### src/rtl/vga_pkg.sv
// vga_pkg: shared constants, types and helpers for the VGA timing generator.
// Holds the 640x480@60 default timing, the RGB332 field positions, the
// per-stage flag bundle carried down the fetch-to-display delay line, and
// the MSB-first bit-replication colour expansion.
package vga_pkg;

    // 640x480@60 default timing (25.175 MHz pixel clock)
    localparam int VGA_H_ACTIVE = 640;
    localparam int VGA_H_FP     = 16;
    localparam int VGA_H_SYNC   = 96;
    localparam int VGA_H_BP     = 48;
    localparam int VGA_V_ACTIVE = 480;
    localparam int VGA_V_FP     = 10;
    localparam int VGA_V_SYNC   = 2;
    localparam int VGA_V_BP     = 33;

    // RGB332 field positions: {R[7:5], G[4:2], B[1:0]}
    localparam int RGB332_R_MSB = 7;
    localparam int RGB332_G_MSB = 4;
    localparam int RGB332_B_MSB = 1;

    // Raster flags produced at the fetch stage and delayed to the display stage.
    // All-zero means "blanked, no sync, not a line/frame start", which is what
    // a cleared delay line must look like.
    typedef struct packed {
        logic active;
        logic hsync;
        logic vsync;
        logic line;
        logic frame;
    } vga_flags_t;

    // Bit idx of the out_w-wide MSB-first replication of the low src_w bits
    // of src. Output MSB takes the source MSB, then the pattern repeats.
    function automatic logic replicate_bit(input logic [2:0] src, input int src_w,
                                           input int out_w, input int idx);
        int pos;
        pos = (out_w - 1 - idx) % src_w;
        return src[src_w - 1 - pos];
    endfunction

endpackage

### src/rtl/vga_timing_gen_if.sv
// vga_timing_gen_if: pixel fetch bus between the timing generator (master)
// and the frame buffer / pixel source (slave).
// Handshake: pix_req has no ready. Whenever pix_req is high, x_out/y_out name
// a visible pixel and the slave must present that pixel on pixel_in exactly
// FETCH_LAT cycles later; pixel_in is sampled every cycle, no backpressure.
interface vga_timing_gen_if #(
    parameter int CNT_W = 10
);
    logic             pix_req;
    logic [CNT_W-1:0] x_out;
    logic [CNT_W-1:0] y_out;
    logic [7:0]       pixel_in;

    modport master (output pix_req, output x_out, output y_out, input pixel_in);
    modport slave  (input pix_req, input x_out, input y_out, output pixel_in);
endinterface

### src/rtl/vga_axis_counter.sv
// vga_axis_counter: one raster axis counter, 0..TOTAL-1, advancing when inc
// is high. wrap flags the cycle in which the counter rolls back to zero.
module vga_axis_counter #(
    parameter int TOTAL = 800,
    parameter int W     = 10
) (
    input  logic         clk,
    input  logic         Reset,
    input  logic         inc,
    output logic [W-1:0] count,
    output logic         wrap
);
    localparam logic [W-1:0] LAST = W'(TOTAL - 1);

    logic [W-1:0] count_q, count_d;

    assign wrap  = inc && (count_q == LAST);
    assign count = count_q;

    // Next count: hold, step, or roll over at the end of the axis
    always_comb begin
        count_d = count_q;
        if (inc) begin
            count_d = wrap ? '0 : count_q + 1'b1;
        end
    end

    // Counter register, cleared asynchronously
    always_ff @(posedge clk or negedge Reset) begin
        if (!Reset) begin
            count_q <= '0;
        end else begin
            count_q <= count_d;
        end
    end
endmodule

### src/rtl/vga_timing_gen.sv
// vga_timing_gen: parametrised VGA raster timing and pixel output stage.
// Fetch stage is combinational from the h/v counters and issues pixel
// requests FETCH_LAT cycles ahead; the raster flags ride a FETCH_LAT-deep
// delay line to meet pixel_in, then everything is registered together so
// colour, sync and blank leave the block from the same flop stage.
// Optional feature: define VGA_TEST_PATTERN_EN to add the test_en input and
// an 8-bar colour test pattern, latched per frame.
module vga_timing_gen
    import vga_pkg::*;
#(
    parameter int H_ACTIVE  = VGA_H_ACTIVE,
    parameter int H_FP      = VGA_H_FP,
    parameter int H_SYNC    = VGA_H_SYNC,
    parameter int H_BP      = VGA_H_BP,
    parameter int V_ACTIVE  = VGA_V_ACTIVE,
    parameter int V_FP      = VGA_V_FP,
    parameter int V_SYNC    = VGA_V_SYNC,
    parameter int V_BP      = VGA_V_BP,
    parameter bit HS_POL    = 1'b0,
    parameter bit VS_POL    = 1'b0,
    parameter int CNT_W     = 10,
    parameter int FETCH_LAT = 1,
    parameter int OUT_W     = 10
) (
    input  logic             clk_pix,
    input  logic             Reset,
`ifdef VGA_TEST_PATTERN_EN
    input  logic             test_en,
`endif
    vga_timing_gen_if.master fetch,
    output logic             frame_start,
    output logic             line_start,
    output logic [OUT_W-1:0] VGA_R,
    output logic [OUT_W-1:0] VGA_G,
    output logic [OUT_W-1:0] VGA_B,
    output logic             VGA_HS,
    output logic             VGA_VS,
    output logic             VGA_BLANK,
    output logic             VGA_SYNC,
    output logic             VGA_CLK
);
    localparam int H_TOTAL  = H_ACTIVE + H_FP + H_SYNC + H_BP;
    localparam int V_TOTAL  = V_ACTIVE + V_FP + V_SYNC + V_BP;
    localparam int HS_START = H_ACTIVE + H_FP;
    localparam int HS_END   = HS_START + H_SYNC;
    localparam int VS_START = V_ACTIVE + V_FP;
    localparam int VS_END   = VS_START + V_SYNC;

    logic [CNT_W-1:0] h_cnt, v_cnt;
    logic             h_wrap, v_wrap;
    logic             origin_q, origin_d;
    vga_flags_t       fetch_flags, disp_flags;

    logic [OUT_W-1:0] r_q, r_d, g_q, g_d, b_q, b_d;
    logic             hs_q, hs_d, vs_q, vs_d;
    logic             blank_q, blank_d, fs_q, fs_d, ls_q, ls_d;

    vga_axis_counter #(.TOTAL(H_TOTAL), .W(CNT_W)) u_h_cnt (
        .clk   (clk_pix),
        .Reset (Reset),
        .inc   (1'b1),
        .count (h_cnt),
        .wrap  (h_wrap)
    );

    vga_axis_counter #(.TOTAL(V_TOTAL), .W(CNT_W)) u_v_cnt (
        .clk   (clk_pix),
        .Reset (Reset),
        .inc   (h_wrap),
        .count (v_cnt),
        .wrap  (v_wrap)
    );

    // The cycle after a frame wrap is (0,0); reset also lands on (0,0)
    assign origin_d = v_wrap;

    // Origin marker register; set on reset because the counters clear to (0,0)
    always_ff @(posedge clk_pix or negedge Reset) begin
        if (!Reset) begin
            origin_q <= 1'b1;
        end else begin
            origin_q <= origin_d;
        end
    end

    // Fetch-stage raster decode from the current counter position
    always_comb begin
        fetch_flags        = '0;
        fetch_flags.active = (h_cnt < CNT_W'(H_ACTIVE)) && (v_cnt < CNT_W'(V_ACTIVE));
        fetch_flags.hsync  = (h_cnt >= CNT_W'(HS_START)) && (h_cnt < CNT_W'(HS_END));
        fetch_flags.vsync  = (v_cnt >= CNT_W'(VS_START)) && (v_cnt < CNT_W'(VS_END));
        fetch_flags.line   = (h_cnt == '0);
        fetch_flags.frame  = origin_q;
    end

    assign fetch.pix_req = fetch_flags.active;
    assign fetch.x_out   = fetch_flags.active ? h_cnt : '0;
    assign fetch.y_out   = fetch_flags.active ? v_cnt : '0;

    generate
        if (FETCH_LAT == 0) begin : g_no_dly
            assign disp_flags = fetch_flags;
        end else begin : g_dly
            vga_flags_t dly_q [FETCH_LAT];
            vga_flags_t dly_d [FETCH_LAT];

            // Shift the flags one stage per cycle so they meet pixel_in
            always_comb begin
                dly_d[0] = fetch_flags;
                for (int i = 1; i < FETCH_LAT; i++) begin
                    dly_d[i] = dly_q[i-1];
                end
            end

            // Delay-line registers, all cleared to "blanked, no sync"
            always_ff @(posedge clk_pix or negedge Reset) begin
                if (!Reset) begin
                    for (int i = 0; i < FETCH_LAT; i++) begin
                        dly_q[i] <= '0;
                    end
                end else begin
                    dly_q <= dly_d;
                end
            end

            assign disp_flags = dly_q[FETCH_LAT-1];
        end
    endgenerate

`ifdef VGA_TEST_PATTERN_EN
    localparam int BAR_W = H_ACTIVE / 8;

    logic             test_mode_q, test_mode_d, pattern_on;
    logic [2:0]       bar_q, bar_d, bar_cur;
    logic [CNT_W-1:0] bar_px_q, bar_px_d, bar_px_cur;

    // Take test_en as the first pixel of a frame is displayed; track which bar
    // the display-stage pixel falls in, restarting at every line start
    always_comb begin
        pattern_on  = disp_flags.frame ? test_en : test_mode_q;
        test_mode_d = pattern_on;
        bar_cur     = disp_flags.line ? 3'd0 : bar_q;
        bar_px_cur  = disp_flags.line ? '0 : bar_px_q;
        if (bar_px_cur == CNT_W'(BAR_W - 1)) begin
            bar_px_d = '0;
            bar_d    = bar_cur + 3'd1;
        end else begin
            bar_px_d = bar_px_cur + 1'b1;
            bar_d    = bar_cur;
        end
    end

    // Test-pattern mode and bar position registers
    always_ff @(posedge clk_pix or negedge Reset) begin
        if (!Reset) begin
            test_mode_q <= 1'b0;
            bar_q       <= '0;
            bar_px_q    <= '0;
        end else begin
            test_mode_q <= test_mode_d;
            bar_q       <= bar_d;
            bar_px_q    <= bar_px_d;
        end
    end
`endif

    // Display-stage colour: expand RGB332 inside the visible area, black elsewhere
    always_comb begin
        r_d = '0;
        g_d = '0;
        b_d = '0;
        if (disp_flags.active) begin
            for (int i = 0; i < OUT_W; i++) begin
                r_d[i] = replicate_bit(fetch.pixel_in[RGB332_R_MSB -: 3], 3, OUT_W, i);
                g_d[i] = replicate_bit(fetch.pixel_in[RGB332_G_MSB -: 3], 3, OUT_W, i);
                b_d[i] = replicate_bit({1'b0, fetch.pixel_in[RGB332_B_MSB -: 2]}, 2, OUT_W, i);
            end
`ifdef VGA_TEST_PATTERN_EN
            if (pattern_on) begin
                r_d = {OUT_W{bar_cur[2]}};
                g_d = {OUT_W{bar_cur[1]}};
                b_d = {OUT_W{bar_cur[0]}};
            end
`endif
        end
    end

    // Display-stage sync, blank and start markers
    always_comb begin
        hs_d    = disp_flags.hsync ? HS_POL : ~HS_POL;
        vs_d    = disp_flags.vsync ? VS_POL : ~VS_POL;
        blank_d = disp_flags.active;
        fs_d    = disp_flags.frame;
        ls_d    = disp_flags.line;
    end

    // Output register stage shared by colour, sync and blank
    always_ff @(posedge clk_pix or negedge Reset) begin
        if (!Reset) begin
            r_q     <= '0;
            g_q     <= '0;
            b_q     <= '0;
            hs_q    <= ~HS_POL;
            vs_q    <= ~VS_POL;
            blank_q <= 1'b0;
            fs_q    <= 1'b0;
            ls_q    <= 1'b0;
        end else begin
            r_q     <= r_d;
            g_q     <= g_d;
            b_q     <= b_d;
            hs_q    <= hs_d;
            vs_q    <= vs_d;
            blank_q <= blank_d;
            fs_q    <= fs_d;
            ls_q    <= ls_d;
        end
    end

    assign VGA_R       = r_q;
    assign VGA_G       = g_q;
    assign VGA_B       = b_q;
    assign VGA_HS      = hs_q;
    assign VGA_VS      = vs_q;
    assign VGA_BLANK   = blank_q;
    assign frame_start = fs_q;
    assign line_start  = ls_q;
    assign VGA_SYNC    = 1'b0;
    assign VGA_CLK     = clk_pix;
endmodule

### src/flat_wrapper.sv
// flat-port wrapper written by rule: the top's interface ports become plain ports
module vga_timing_gen_flat import vga_pkg::*;
#(
    parameter int H_ACTIVE  = VGA_H_ACTIVE,
    parameter int H_FP      = VGA_H_FP,
    parameter int H_SYNC    = VGA_H_SYNC,
    parameter int H_BP      = VGA_H_BP,
    parameter int V_ACTIVE  = VGA_V_ACTIVE,
    parameter int V_FP      = VGA_V_FP,
    parameter int V_SYNC    = VGA_V_SYNC,
    parameter int V_BP      = VGA_V_BP,
    parameter bit HS_POL    = 1'b0,
    parameter bit VS_POL    = 1'b0,
    parameter int CNT_W     = 10,
    parameter int FETCH_LAT = 1,
    parameter int OUT_W     = 10
)
  (clk_pix, Reset, frame_start, line_start, VGA_R, VGA_G, VGA_B, VGA_HS, VGA_VS, VGA_BLANK, VGA_SYNC, VGA_CLK, fetch_pix_req, fetch_x_out, fetch_y_out, fetch_pixel_in);
  vga_timing_gen_if #(.CNT_W(CNT_W)) fetch_i ();
  input  logic clk_pix;
  input  logic Reset;
  output logic frame_start;
  output logic line_start;
  output logic [OUT_W-1:0] VGA_R;
  output logic [OUT_W-1:0] VGA_G;
  output logic [OUT_W-1:0] VGA_B;
  output logic VGA_HS;
  output logic VGA_VS;
  output logic VGA_BLANK;
  output logic VGA_SYNC;
  output logic VGA_CLK;
  output wire logic [$bits(fetch_i.pix_req)-1:0] fetch_pix_req;
  output wire logic [$bits(fetch_i.x_out)-1:0] fetch_x_out;
  output wire logic [$bits(fetch_i.y_out)-1:0] fetch_y_out;
  input wire logic [$bits(fetch_i.pixel_in)-1:0] fetch_pixel_in;
  assign fetch_pix_req = fetch_i.pix_req;
  assign fetch_x_out = fetch_i.x_out;
  assign fetch_y_out = fetch_i.y_out;
  assign fetch_i.pixel_in = fetch_pixel_in;
  vga_timing_gen #(.H_ACTIVE(H_ACTIVE), .H_FP(H_FP), .H_SYNC(H_SYNC), .H_BP(H_BP), .V_ACTIVE(V_ACTIVE), .V_FP(V_FP), .V_SYNC(V_SYNC), .V_BP(V_BP), .HS_POL(HS_POL), .VS_POL(VS_POL), .CNT_W(CNT_W), .FETCH_LAT(FETCH_LAT), .OUT_W(OUT_W)) u_core (.clk_pix(clk_pix), .Reset(Reset), .fetch(fetch_i), .frame_start(frame_start), .line_start(line_start), .VGA_R(VGA_R), .VGA_G(VGA_G), .VGA_B(VGA_B), .VGA_HS(VGA_HS), .VGA_VS(VGA_VS), .VGA_BLANK(VGA_BLANK), .VGA_SYNC(VGA_SYNC), .VGA_CLK(VGA_CLK));
endmodule
### config.mk
export PLATFORM = sky130hd
export DESIGN_NAME = vga_timing_gen_flat
export DESIGN_NICKNAME = d
export VERILOG_FILES = /design/src/rtl/vga_pkg.sv /design/src/rtl/vga_timing_gen_if.sv /design/src/rtl/vga_axis_counter.sv /design/src/rtl/vga_timing_gen.sv /design/src/flat_wrapper.sv
export SDC_FILE = /design/constraint.sdc
export NUM_CORES = 1
export LEC_CHECK = 0
export CAP_MARGIN = 20
export CORE_ASPECT_RATIO = 0.7
export CORE_MARGIN = 3
export CORE_UTILIZATION = 45
export CTS_BUF_LIST = sky130_fd_sc_hd__clkbuf_2
export DETAILED_ROUTE_END_ITERATION = 8
export PLACE_DENSITY = 0.86
export SKIP_LAST_GASP = 1
export SLEW_MARGIN = 20
export SYNTH_ARGS = -nofsm -noshare
export SYNTH_HDL_FRONTEND = slang
export SYNTH_SLANG_ARGS = --single-unit
### constraint.sdc
create_clock -name clk_pix -period 2.6 [get_ports clk_pix]
set_input_delay 0.52 -clock clk_pix [delete_from_list [all_inputs] [get_ports clk_pix]]
set_output_delay 0.52 -clock clk_pix [all_outputs]
set_load 0.02 [all_outputs]
### Word level (Yosys, flattened, before mapping)

Index checks and enable logic that the tools add are counted.

| word-level totals | value |
|---|---|
| input bits | 10 |
| flip-flop bits (word level) | 61 |
| output and inout bits | 58 |
| word-level logic and storage cells | 40 |

| cells by class | value |
|---|---|
| multiplexer cells | 9 |
| reductions and logical operators | 5 |
| equality and inequality tests | 2 |
| magnitude comparators | 6 |
| $add $sub $neg | 2 |

Operator list:

| kind | number |
|---|---|
| 10-bit two-way mux | 7 |
| 10-bit by 1-bit adder with 10-bit output, second input constant | 2 |
| 10-bit == test, second input constant | 2 |
| 10-bit less-than comparator, second input constant | 2 |
| 10-bit by 9-bit less-than comparator with 1-bit output, second input constant | 2 |
| 10-bit >= comparator, second input constant | 1 |
| 10-bit by 9-bit >= comparator with 1-bit output, second input constant | 1 |
| 10-bit zero test | 1 |
| 1-bit logical AND | 4 |
| 1-bit two-way mux | 2 |

### Longest topological paths before layout

| depth | value |
|---|---|
| word-level depth | 3 |
| gate-level depth with buffers | 6 |
| gate-level depth less buffers | 5 |

### Modules after synthesis

Synthesis repeated with hierarchy kept, for this count alone.

| unflattened totals | value |
|---|---|
| cells, all modules | 191 |
| area total of the unflattened synthesis | 2,055.7 um^2 |

By module, submodules not included:

| module | cells each | sequential area each (um^2) | instances | area an instance (um^2) |
|---|---|---|---|---|
| vga_timing_gen | 92 | 479.2 | 1 | 984.7 |
| vga_axis_counter (u_core.u_v_cnt) | 52 | 250.2 | 1 | 544.3 |
| vga_axis_counter (u_core.u_h_cnt) | 47 | 250.2 | 1 | 526.8 |

==> metrics.md <==
| Metric | Value |
|---|---|
| Final Max Slew Viols | 0 |
| # IOs | 68 |
| Leak | 1.13 nW |
| Final setup violation count | 0 |
| Period minus WS final | 2.52 ns |
| Post-Synth Adder-Cell Area | 0.0258 |
| Total vias in the final route | 1494 |
| RSZ-0062 raised after global routing | yes |
| PwrDens | 434 nW/um2 |
| Worst path bufs/invs | 3 |
| Crit-path max FO | 2 |
| Slowest cell on the critical path | clkdlybuf4s50_1 |
| Clock Latency Late Sink | 0.48 ns |
| Worst-path clk slew | 0.19 ns |
| Drt first-iter violations | 92 |
| CP Launch Type | clock port |
| Synth Area in XOR/XNOR | 0.0542 |
| Yosys reg bits | 39 |
| CP Capture Point | VGA_CLK |
| Worst flop-to-flop path endpoint | u_core.u_v_cnt.count[9] |
| Fmax | 399 MHz |
| Synth warn | 0 |
| Max Cap Violations | 0 |
| Required time worst endpoint | 2.08 ns |
| Overall routing resource usage | 0.168 |
| Die width | 84.5 um |
| Layout cells sized above 1 | 0.228 |
| Initial antenna violation count | 0 |
| Post-synthesis cell count | 185 |
| Final hold vios | 0 |
| Layout overhead on the synthesized area | 28.9% |
| Largest delay contributor family on the critical path | buffers and inverters |
| Largest family of logic cells by synthesized area | simple AND/OR/NAND/NOR gates |
| Area contributors post-synth | dfrtp_1 46%, buf_4 9.7%, and2_1 6.8% |
| Fraction of synthesized area in multiplexers | 0.0110 |
| CTS tree | built |
| Nets | 254 |
| Total die area | 5150 um2 |
| Vias in the first global route | 1397 |
| Total Wirelength | 4210 um |
| Clock skew | 0.0156 ns |
| Crit. path cell count | 3 |
| CP startpoint | clk_pix |
| Congestion Overflow GR | 0 |
| # diodes | 0 |
| Worst hold-check path type | input pin to asynchronous set/reset pin |
| R2R Setup Slk | 0.46 ns |
| Crit-path cells | clkbuf_2, clkbuf_2, clkdlybuf4s50_1 |
| Post-synthesis compound-gate area fraction | 0.0277 |
| Port Buffers | 65 |
| WP data arrival | 2.00 ns |
| R2R cell count | 5 |
| RR Startpoint | u_core.u_h_cnt.count[0] |
| First-pass GRT wire length | 6530 um |
| Synth Cell Area | 1940 um2 |
| Remaining antenna violation count after routing | 0 |
| Crit-path most repeated cell | clkbuf_2 |
| HPWL Detailed | 2870 um |
| Rel. slew slack | 0.442 |
| Post-route cell area | 2500 um2 |
| Crit path kind | clock port to output pin |
| Worst IR Drop VDD | 0.000357 V |
| Status | completed |
| DRC Markers | 0 |
| FP Rows | 19 |
| Core area | 4040 um2 |
| Worst-margin pin slew | 0.837 ns |
| Final Cycle Share | 0.970 |
| Count of cell types in the netlist | 38 |
| Vias/cell | 5.10 |
| RePlAce Congestion | 0.876 |
| Initial Util | 0.480 |
| Top cell type's share of synthesized area | 0.464 |
| Cell taking the most area after synthesis | dfrtp_1 |
| Synth Area in Simple Gates | 0.238 |
| Critical Path Sink Type | output pin |
| Die Span Y | 60.9 um |
| Cell Area, Placed | 2460 um2 |
| Pre-antenna DRT Iters | 5 |
| Register area share after synthesis | 0.505 |
| Filler instances | 352 |
| TNS Setup | 0 ns |
| Max incr delay on CP | 0.52 ns |
| Mapped Avg Cell Area | 10.5 um2 |
| Largest net degree at the start of global routing | 40 |
| Drt wl/cell | 14.4 um |
power by group:
| group | internal, W | leakage, nW | switching [W] | total (W) |
|---|---|---|---|---|
| clock network | 0.000126 | 0.0454 | 0.000233 | 0.000359 |
| registers | 0.000614 | 0.491 | 0.00000521 | 0.000619 |
| logic | 0.0000533 | 0.592 | 0.0000558 | 0.000109 |
cells in the mapped netlist:
cell type   n
dfrtp_1    36
buf_4      25
and2_1     21
inv_1       9
nand2_1     7
nand3_1     7
nor2_1      7
nand4_1     6
nor3_1      6
nor4_1      6
xnor2_1     6
xor2_1      6
ha_1        4
and3_1      3
clkbuf_1    3
dfstp_2     3
o21ai_0     3
a21oi_1     2
a31oi_1     2
and2_2      2
buf_6       2
nor4b_1     2
or4_1       2
a41oi_1     1
and3_2      1
and3b_1     1
and4_1      1
and4_2      1
buf_2       1
clkbuf_2    1
conb_1      1
mux2_2      1
mux2i_1     1
nand3_2     1
nand3b_1    1
nand4b_1    1
o21a_1      1
or4b_2      1
logic make-up after synthesis:
family                   after synthesis
AND/OR/NAND/NOR                       77
buffers and inverters                 41
flip-flops                            39
XOR/XNOR                              12
AO/OA/AOI/OAI                          9
adder cells (fa/ha/maj)                4
multiplexers                           2
other                                  1
what timing repair did:
action | CTS | global route
cloned | 0 | 1
setup endpoints to repair | 20 | 19
gates resized for setup | 26 | 50
pin swaps | 0 | 1
setup buffers | 6 | 0
hold buffers | 0 | 0
stage by stage:
step / hold slack [ns] / std cells / setup WS [ns] / util / power (W)
after floorplan: 0.224 / 186 / 0.336 / - / 0.000740
after global placement: 0.332 / 275 / 0.272 / 0.609 / 0.000791
after detailed placement: 0.336 / 275 / 0.262 / 0.609 / 0.000792
after CTS: 0.113 / 292 / -0.0382 / 0.630 / 0.00111
after global routing: 0.115 / 293 / -0.0429 / 0.619 / 0.00115
final: 0.111 / 293 / 0.0788 / 0.619 / 0.00109
how the worst min path moves through the flow:
stage,endpoint,slack (ns),cells after the start
3_3_place_gp,u_core.line_start,0.33,0
2_1_floorplan,u_core.VGA_BLANK,0.22,0
3_5_place_dp,u_core.frame_start,0.34,0
5_1_grt,u_core.u_v_cnt.count[5],0.11,1
6_report,u_core.u_h_cnt.count[1],0.11,1
4_1_cts,u_core.u_v_cnt.count[5],0.11,1
flip-flops by register name, indices dropped and copies added, names as in the netlist:
signal / cells
u_core.ls_d: 1
u_core.disp_flags: 2
u_core.VGA_HS: 1
u_core.VGA_B: 2
u_core.line_start: 1
u_core.blank_d: 1
u_core.u_h_cnt.count: 10
u_core.VGA_VS: 1
u_core.origin_q: 1
u_core.VGA_R: 3
u_core.VGA_BLANK: 1
u_core.fs_d: 1
u_core.u_v_cnt.count: 10
u_core.VGA_G: 3
u_core.frame_start: 1
final cells by class:
class	count	area [um2]	share of cell area
sequential	39	980	0.392
clock buffer	10	55.1	0.0220
tap	52	65.1	0.0260
timing repair buffer	75	632	0.253
clock inverter	2	12.5	0.00500
inverter	9	33.8	0.0135
multi-input combinational	106	724	0.290
layout by cell type, fill, tap and decap left out, drive strengths merged, types with 3 or more instances in the layout:
cell type	synthesis	final
nor3	6	6
dfstp	3	3
nand3	8	8
nand4	6	6
nor2	7	7
clkbuf	4	25
nand2	7	7
and3	4	4
ha	4	4
buf	28	15
inv	9	9
xor2	6	6
o21ai	3	3
and2	23	23
nor4	6	6
dfrtp	36	36
clkdlybuf4s50	0	44
xnor2	6	6
routing by layer:
metal,global-route usage,up-vias,wire [um],share of wire
met4,0.0700,0,11,0.0026
met1,0.218,697,1900,0.45
met2,0.253,86,1840,0.44
li1,-,709,-,-
met3,0.0706,2,460,0.11
met5,0,-,0,0
worst reg2reg max path, stage by stage, from the launching register on:
cell and delay (ns):
dfrtp_1 0.45, ha_1 0.25, nand3_2 0.14, or4_1 0.66
or4_1 0.51, o21ai_0 0.08
Note: power is estimated with default switching activity, not from simulation.
